$ cat src/rtl/sc_computer_pkg.sv
// Shared encodings for the single-cycle MIPS-subset computer: opcodes,
// function codes, ALU operation codes, next-PC selection and the decoded
// control word.
package sc_computer_pkg;

  localparam logic [5:0] OP_RTYPE = 6'h00;
  localparam logic [5:0] OP_J     = 6'h02;
  localparam logic [5:0] OP_JAL   = 6'h03;
  localparam logic [5:0] OP_BEQ   = 6'h04;
  localparam logic [5:0] OP_BNE   = 6'h05;
  localparam logic [5:0] OP_ADDI  = 6'h08;
  localparam logic [5:0] OP_ANDI  = 6'h0C;
  localparam logic [5:0] OP_ORI   = 6'h0D;
  localparam logic [5:0] OP_XORI  = 6'h0E;
  localparam logic [5:0] OP_LUI   = 6'h0F;
  localparam logic [5:0] OP_LW    = 6'h23;
  localparam logic [5:0] OP_SW    = 6'h2B;

  localparam logic [5:0] FN_SLL = 6'h00;
  localparam logic [5:0] FN_SRL = 6'h02;
  localparam logic [5:0] FN_SRA = 6'h03;
  localparam logic [5:0] FN_JR  = 6'h08;
  localparam logic [5:0] FN_ADD = 6'h20;
  localparam logic [5:0] FN_SUB = 6'h22;
  localparam logic [5:0] FN_AND = 6'h24;
  localparam logic [5:0] FN_OR  = 6'h25;
  localparam logic [5:0] FN_XOR = 6'h26;

  // Link register used by jal
  localparam logic [4:0] REG_RA = 5'd31;

  typedef enum logic [3:0] {
    ALU_ADD = 4'd0,
    ALU_SUB = 4'd1,
    ALU_AND = 4'd2,
    ALU_OR  = 4'd3,
    ALU_XOR = 4'd4,
    ALU_LUI = 4'd5,
    ALU_SLL = 4'd6,
    ALU_SRL = 4'd7,
    ALU_SRA = 4'd8
  } aluc_t;

  typedef enum logic [1:0] {
    PC_SEQ    = 2'd0,
    PC_BRANCH = 2'd1,
    PC_JR     = 2'd2,
    PC_JUMP   = 2'd3
  } pc_sel_t;

  typedef struct packed {
    logic    wreg;    // write register file
    logic    wmem;    // write data RAM
    logic    m2reg;   // write-back from memory
    logic    jal;     // write pc+4 into r31
    logic    aluimm;  // ALU B operand is the immediate
    logic    sext;    // sign-extend the immediate
    logic    shift;   // ALU A operand is shamt
    logic    regrt;   // destination is rt instead of rd
    aluc_t   aluc;
    pc_sel_t pc_sel;
  } ctrl_t;

  function automatic logic [31:0] ext_imm16(input logic [15:0] imm, input logic sext);
    return {{16{sext & imm[15]}}, imm};
  endfunction

endpackage

$ cat src/rtl/sc_computer_if.sv
// Debug/observation bundle of the computer: PC, fetched instruction, ALU
// result, data RAM read word and the two memory phase strobes.
interface sc_computer_if;
  import sc_computer_pkg::*;

  logic [31:0] pc;
  logic [31:0] inst;
  logic [31:0] aluout;
  logic [31:0] memout;
  logic        imem_clk;
  logic        dmem_clk;

  modport master (output pc, inst, aluout, memout, imem_clk, dmem_clk);
  modport slave  (input  pc, inst, aluout, memout, imem_clk, dmem_clk);
endinterface

$ cat src/rtl/sc_computer_cpu.sv
// Single-cycle CPU core: decoder, register file, ALU and next-PC logic.
// Memories live outside; instruction and read data arrive combinationally.
module sc_cpu
  import sc_computer_pkg::*;
(
  input  logic        clock,
  input  logic        resetn,
  input  logic [31:0] inst,
  input  logic [31:0] memout,
  output logic [31:0] pc,
  output logic [31:0] aluout,
  output logic [31:0] store_data,
  output logic        wmem
);

  logic [5:0]  op, funct;
  logic [4:0]  rs, rt, rd, shamt, dest;
  logic [31:0] regs [32];
  logic [31:0] qa, qb, imm_ext, alu_a, alu_b, wb_data;
  logic signed [31:0] alu_b_s;
  logic [31:0] pc_plus4, br_target, jmp_target, pc_next;
  ctrl_t       ctl;

  assign op    = inst[31:26];
  assign rs    = inst[25:21];
  assign rt    = inst[20:16];
  assign rd    = inst[15:11];
  assign shamt = inst[10:6];
  assign funct = inst[5:0];

  // r0 is hard-wired to zero on the read side
  assign qa = (rs == 5'd0) ? 32'd0 : regs[rs];
  assign qb = (rt == 5'd0) ? 32'd0 : regs[rt];

  // Decode opcode/funct into the control word; branches resolve here
  always_comb begin
    ctl        = '0;
    ctl.aluc   = ALU_ADD;
    ctl.pc_sel = PC_SEQ;
    case (op)
      OP_RTYPE: begin
        case (funct)
          FN_ADD: begin ctl.wreg = 1'b1; ctl.aluc = ALU_ADD; end
          FN_SUB: begin ctl.wreg = 1'b1; ctl.aluc = ALU_SUB; end
          FN_AND: begin ctl.wreg = 1'b1; ctl.aluc = ALU_AND; end
          FN_OR:  begin ctl.wreg = 1'b1; ctl.aluc = ALU_OR;  end
          FN_XOR: begin ctl.wreg = 1'b1; ctl.aluc = ALU_XOR; end
          FN_SLL: begin ctl.wreg = 1'b1; ctl.shift = 1'b1; ctl.aluc = ALU_SLL; end
          FN_SRL: begin ctl.wreg = 1'b1; ctl.shift = 1'b1; ctl.aluc = ALU_SRL; end
          FN_SRA: begin ctl.wreg = 1'b1; ctl.shift = 1'b1; ctl.aluc = ALU_SRA; end
          FN_JR:  ctl.pc_sel = PC_JR;
          default: ;
        endcase
      end
      OP_ADDI: begin ctl.wreg = 1'b1; ctl.aluimm = 1'b1; ctl.sext = 1'b1; ctl.regrt = 1'b1; end
      OP_ANDI: begin ctl.wreg = 1'b1; ctl.aluimm = 1'b1; ctl.regrt = 1'b1; ctl.aluc = ALU_AND; end
      OP_ORI:  begin ctl.wreg = 1'b1; ctl.aluimm = 1'b1; ctl.regrt = 1'b1; ctl.aluc = ALU_OR;  end
      OP_XORI: begin ctl.wreg = 1'b1; ctl.aluimm = 1'b1; ctl.regrt = 1'b1; ctl.aluc = ALU_XOR; end
      OP_LUI:  begin ctl.wreg = 1'b1; ctl.aluimm = 1'b1; ctl.regrt = 1'b1; ctl.aluc = ALU_LUI; end
      OP_LW: begin
        ctl.wreg = 1'b1; ctl.m2reg = 1'b1; ctl.aluimm = 1'b1; ctl.sext = 1'b1; ctl.regrt = 1'b1;
      end
      OP_SW:  begin ctl.wmem = 1'b1; ctl.aluimm = 1'b1; ctl.sext = 1'b1; end
      OP_BEQ: begin
        ctl.sext = 1'b1; ctl.aluc = ALU_SUB;
        ctl.pc_sel = (qa == qb) ? PC_BRANCH : PC_SEQ;
      end
      OP_BNE: begin
        ctl.sext = 1'b1; ctl.aluc = ALU_SUB;
        ctl.pc_sel = (qa != qb) ? PC_BRANCH : PC_SEQ;
      end
      OP_J:   ctl.pc_sel = PC_JUMP;
      OP_JAL: begin ctl.pc_sel = PC_JUMP; ctl.wreg = 1'b1; ctl.jal = 1'b1; end
      default: ;
    endcase
  end

  assign imm_ext = ext_imm16(inst[15:0], ctl.sext);
  assign alu_a   = ctl.shift ? {27'd0, shamt} : qa;
  assign alu_b   = ctl.aluimm ? imm_ext : qb;
  assign alu_b_s = alu_b;

  // ALU; shifts take the amount from A and shift B (rt)
  always_comb begin
    aluout = '0;
    case (ctl.aluc)
      ALU_ADD: aluout = alu_a + alu_b;
      ALU_SUB: aluout = alu_a - alu_b;
      ALU_AND: aluout = alu_a & alu_b;
      ALU_OR:  aluout = alu_a | alu_b;
      ALU_XOR: aluout = alu_a ^ alu_b;
      ALU_LUI: aluout = {alu_b[15:0], 16'd0};
      ALU_SLL: aluout = alu_b << alu_a[4:0];
      ALU_SRL: aluout = alu_b >> alu_a[4:0];
      ALU_SRA: aluout = alu_b_s >>> alu_a[4:0];
      default: aluout = '0;
    endcase
  end

  assign wb_data    = ctl.jal ? pc_plus4 : (ctl.m2reg ? memout : aluout);
  assign dest       = ctl.jal ? REG_RA : (ctl.regrt ? rt : rd);
  assign store_data = qb;
  assign wmem       = ctl.wmem;

  // Register file: cleared by reset, writes to r0 dropped
  always_ff @(posedge clock or negedge resetn) begin
    if (!resetn) begin
      for (int i = 0; i < 32; i++) regs[i] <= '0;
    end else if (ctl.wreg && (dest != 5'd0)) begin
      regs[dest] <= wb_data;
    end
  end

  assign pc_plus4   = pc + 32'd4;
  assign br_target  = pc_plus4 + {imm_ext[29:0], 2'b00};
  assign jmp_target = {pc_plus4[31:28], inst[25:0], 2'b00};

  // Next-PC selection
  always_comb begin
    pc_next = pc_plus4;
    case (ctl.pc_sel)
      PC_BRANCH: pc_next = br_target;
      PC_JR:     pc_next = qa;
      PC_JUMP:   pc_next = jmp_target;
      default:   pc_next = pc_plus4;
    endcase
  end

  // Program counter
  always_ff @(posedge clock or negedge resetn) begin
    if (!resetn) pc <= '0;
    else         pc <= pc_next;
  end

endmodule

$ cat src/rtl/sc_computer.sv
// Lab computer top: single-cycle CPU, instruction ROM (contents supplied as
// a packed parameter, word i at bits [32*i +: 32]) and data RAM.
module sc_computer
  import sc_computer_pkg::*;
#(
  parameter int IMEM_DEPTH = 64,
  parameter int DMEM_DEPTH = 32,
  parameter logic [IMEM_DEPTH*32-1:0] IMEM_INIT = '0
) (
  input  logic          resetn,
  input  logic          clock,
  input  logic          mem_clk,
  sc_computer_if.master dbg
);

  localparam int IW = $clog2(IMEM_DEPTH);
  localparam int DW = $clog2(DMEM_DEPTH);

  logic [31:0]   pc, inst, aluout, memout, store_data;
  logic          wmem;
  logic [IW-1:0] iaddr;
  logic [DW-1:0] daddr;
  logic [31:0]   dmem [DMEM_DEPTH];
  logic          unused_addr_bits;

  sc_cpu cpu (
    .clock      (clock),
    .resetn     (resetn),
    .inst       (inst),
    .memout     (memout),
    .pc         (pc),
    .aluout     (aluout),
    .store_data (store_data),
    .wmem       (wmem)
  );

  // PC beyond the ROM wraps by dropping the upper address bits
  assign iaddr  = pc[IW+1:2];
  assign inst   = IMEM_INIT[int'(iaddr)*32 +: 32];
  assign daddr  = aluout[DW+1:2];
  assign memout = dmem[daddr];

  assign unused_addr_bits = ^{pc[31:IW+2], pc[1:0], aluout[31:DW+2], aluout[1:0]};

  // Data RAM write port; contents survive reset
  always_ff @(posedge clock) begin
    if (wmem) dmem[daddr] <= store_data;
  end

  assign dbg.pc       = pc;
  assign dbg.inst     = inst;
  assign dbg.aluout   = aluout;
  assign dbg.memout   = memout;
  assign dbg.imem_clk = mem_clk & clock;
  assign dbg.dmem_clk = mem_clk & ~clock;

endmodule

$ cat src/flat_wrapper.sv
// flat-port wrapper written by rule: the top's interface ports become plain ports
module sc_computer_flat import sc_computer_pkg::*;
#(
  parameter int IMEM_DEPTH = 64,
  parameter int DMEM_DEPTH = 32,
  parameter logic [IMEM_DEPTH*32-1:0] IMEM_INIT = '0
)
  (resetn, clock, mem_clk, dbg_pc, dbg_inst, dbg_aluout, dbg_memout, dbg_imem_clk, dbg_dmem_clk);
  sc_computer_if dbg_i ();
  input  logic resetn;
  input  logic clock;
  input  logic mem_clk;
  output wire logic [$bits(dbg_i.pc)-1:0] dbg_pc;
  output wire logic [$bits(dbg_i.inst)-1:0] dbg_inst;
  output wire logic [$bits(dbg_i.aluout)-1:0] dbg_aluout;
  output wire logic [$bits(dbg_i.memout)-1:0] dbg_memout;
  output wire logic [$bits(dbg_i.imem_clk)-1:0] dbg_imem_clk;
  output wire logic [$bits(dbg_i.dmem_clk)-1:0] dbg_dmem_clk;
  assign dbg_pc = dbg_i.pc;
  assign dbg_inst = dbg_i.inst;
  assign dbg_aluout = dbg_i.aluout;
  assign dbg_memout = dbg_i.memout;
  assign dbg_imem_clk = dbg_i.imem_clk;
  assign dbg_dmem_clk = dbg_i.dmem_clk;
  sc_computer #(.IMEM_DEPTH(IMEM_DEPTH), .DMEM_DEPTH(DMEM_DEPTH), .IMEM_INIT(IMEM_INIT)) u_core (.resetn(resetn), .clock(clock), .mem_clk(mem_clk), .dbg(dbg_i));
endmodule
$ cat config.mk
export PLATFORM = sky130hd
export DESIGN_NAME = sc_computer_flat
export DESIGN_NICKNAME = d
export VERILOG_FILES = /design/src/rtl/sc_computer_pkg.sv /design/src/rtl/sc_computer_if.sv /design/src/rtl/sc_computer_cpu.sv /design/src/rtl/sc_computer.sv /design/src/flat_wrapper.sv
export SDC_FILE = /design/constraint.sdc
export NUM_CORES = 1
export LEC_CHECK = 0
export CAP_MARGIN = 20
export CORE_UTILIZATION = 37
export CTS_CLUSTER_SIZE = 8
export DETAILED_ROUTE_END_ITERATION = 8
export GPL_ROUTABILITY_DRIVEN = 0
export GPL_TIMING_DRIVEN = 0
export PLACE_DENSITY = 0.81
export SLEW_MARGIN = 20
export SYNTH_ARGS = -nofsm -noshare
export SYNTH_HDL_FRONTEND = slang
export SYNTH_SLANG_ARGS = --single-unit
$ cat constraint.sdc
create_clock -name clock -period 1.85 [get_ports clock]
set_input_delay 0.185 -clock clock [delete_from_list [all_inputs] [get_ports clock]]
set_output_delay 0.185 -clock clock [all_outputs]
set_load 0.05 [all_outputs]
==> impl_metrics.toml <==
[outcome]
status = "finished, final reports clean"

[pwr]
p_per_area_nw_per_um2 = 714
vdd_ir_drop_max_mv = 0.599
report.power.total_w = 0.00219
leakage_nw = 1.84

[floorplan]
die_w_um = 77.3
die-area_um2 = 5980
num_rows = 27
die_y_um = 77.3
start_util_pct = 38.4
io_pins = 133
core_um2 = 5470

[hold_path]
hp-class = "input pin to asynchronous set/reset pin"

[yosys]
syn_inst = 214
yosys_register_bits = 30
synth.most_common_cell = "buf_4"
synth_top_area_cell = "dfrtp_1"
ys_seq_area_share_pct = 35.8
synth.avg_cell_area_um2 = 9.81
synth_ff_type = "dfrtp_1"
synth-async-reset-ratio_pct = 100
netlist_area_um2 = 2100
ys_warn_count = 0
yosys-top-cells-count = "buf_4 (98), dfrtp_1 (30), xnor2_1 (22)"
synth_edf_count = 0
yosys-top-cells-area = "dfrtp_1 (36%), buf_4 (35%), xnor2_1 (9.2%)"
ys_types = 24
netlist.area_leader.share_pct = 35.8

[global_route]
grt-ovfl-total = 0
grt_use_total_pct = 13.3
grt_max_degree = 31
grt_pass1_wl_um = 6020
antenna_found_initial = 0
grt_pass1_vias = 1377

[run]
drv_cap = 0

[placement]
placed_area_um2 = 2890
hpwl_um = 2870
io_buffer_count = 34

[sta]
slew_violations = 0
clock.fmax_ghz = 0.555
tightest_slew_ps = 663
skew_ps = 2.27
setup_viol = 0
hold_violations = 0
relSlewSlack_pct = 55.8
min_period_over_period_pct = 97.8
grt_setup_unrepaired = "no"
timing.final.crit_period_ps = 1810

[critical_path]
startpoint_type = "clock port"
reg2reg_to = "u_core.cpu.pc[16]"
reg2reg_depth = 6
critical_path_class = "clock port to output pin"
r2r_start = "u_core.cpu.pc[2]"
rrSetupSlack_ps = 200
critPathMaxFanout = 2
required_ps = 1660
end_kind = "output pin"
arrival_ps = 1630

[final_layout]
design_area_um2 = 3070
nNetsFinal = 361
post_route_cells_drive_above_1_share_pct = 34.0
largest_reg_flops = 30
diodes = 0
regMostFlops = "u_core.cpu.pc"
largest_registers = "u_core.cpu.pc (30)"
area_growth_syn_to_layout_pct = 46.1

[routing]
routedWlPerCell_um = 8.66
drt_wl_total_um = 3730
drtPass1Iterations = 4
drc_errors = 0
dr_total_vias = 1547
ant_nets = 0
viasPerCell = 3.59
drtIter0Drc = 51

[clock_network]
cts_tree = "yes"
post_cts_buffers = 0
clk_latency_ps = 380
clkTransAtPathRegs_ps = 60
cells in the final DEF (no fill, tap or decap):
master / instances
nand3_1: 10
and3_2: 2
xor2_1: 6
buf_4: 98
clkbuf_8: 10
and3_1: 3
dfrtp_1: 28
clkbuf_1: 2
nand4_1: 9
dlygate4sd2_1: 5
clkdlybuf4s50_1: 16
clkinv_2: 1
nor2_2: 1
dfrtp_2: 2
nor2b_1: 1
nand2_1: 9
nand4b_1: 1
buf_6: 2
nand4_4: 1
clkdlybuf4s15_2: 1
conb_1: 98
nor3_1: 2
nor2_1: 4
ha_1: 1
and2_1: 4
dlymetal6s2s_1: 10
xnor2_1: 22
dlygate4sd3_1: 1
and4_1: 3
inv_1: 1
buf_2: 3
nand2b_1: 1
nor4_4: 1
timing repair:
action | CTS | global route
hold buffers | 1 | 0
resized for setup | 11 | 12
endpoints found under the setup margin | 7 | 11
endpoints found under the hold margin | 30 | 0
layout make-up:
cell class / instances / area [µm²]
fill: 529 / 2410
multi-input combinational: 179 / 946
buffer: 101 / 763
sequential: 30 / 753
timing repair buffer: 33 / 344
clock buffer: 14 / 161
tap: 72 / 90.1
clock inverter: 1 / 5.00
inverter: 1 / 3.75
cells by family after synthesis:
family | Yosys count | share of synthesized area (%)
other | 1 | 0.179
XOR/XNOR | 28 | 11.7
flip-flops | 30 | 35.8
adder cells (fa/ha/maj) | 1 | 0.596
AND/OR/NAND/NOR | 52 | 15.3
buffers and inverters | 102 | 36.5
stage by stage:
stage	setup TNS, ps	cells	setup WS [ps]	hold WS [ps]	util, %
after CTS	0	431	3.75	393	55.7
after detailed placement	-209	417	-135	254	52.8
after global placement	-236	417	-135	462	52.9
after global routing	0	431	0.765	446	56.0
final	0	431	40.0	379	56.0
after floorplan	0	311	6.09	-111	-
worst max-delay path, stage by stage:
cell             delay [ps]
clkbuf_8                110
clkbuf_8                120
nor2b_1                  90
clkdlybuf4s15_2         370
worst max-delay path by stage:
stage | slack [ps] | start | cells after the start | end
floorplan | 6 | u_core.cpu.pc[12] | 5 | u_core.cpu.pc[19]
global placement | -140 | clock | 2 | dbg_dmem_clk
detailed placement | -140 | clock | 2 | dbg_dmem_clk
CTS | 4 | u_core.cpu.pc[18] | 1 | dbg_pc[18]
global route | 0.8 | u_core.cpu.pc[27] | 1 | dbg_pc[27]
finish | 40 | clock | 4 | dbg_dmem_clk
layer usage:
metal | vias to the layer above | part of all wire (%) | wire [µm] | global-route usage, %
met5 | - | 0 | 0 | 0
met4 | 0 | 2.1 | 78 | 9.62
li1 | 783 | - | - | -
met3 | 8 | 8.5 | 319 | 4.71
met2 | 75 | 50 | 1860 | 22.1
met1 | 681 | 40 | 1480 | 13.7
report_power, final:
part / internal, W / switching, W
combinational: 0.000146 / 0.000474
clock: 0.000524 / 0.000389
sequential: 0.000656 / 0
(Power assumes the default switching activity.)
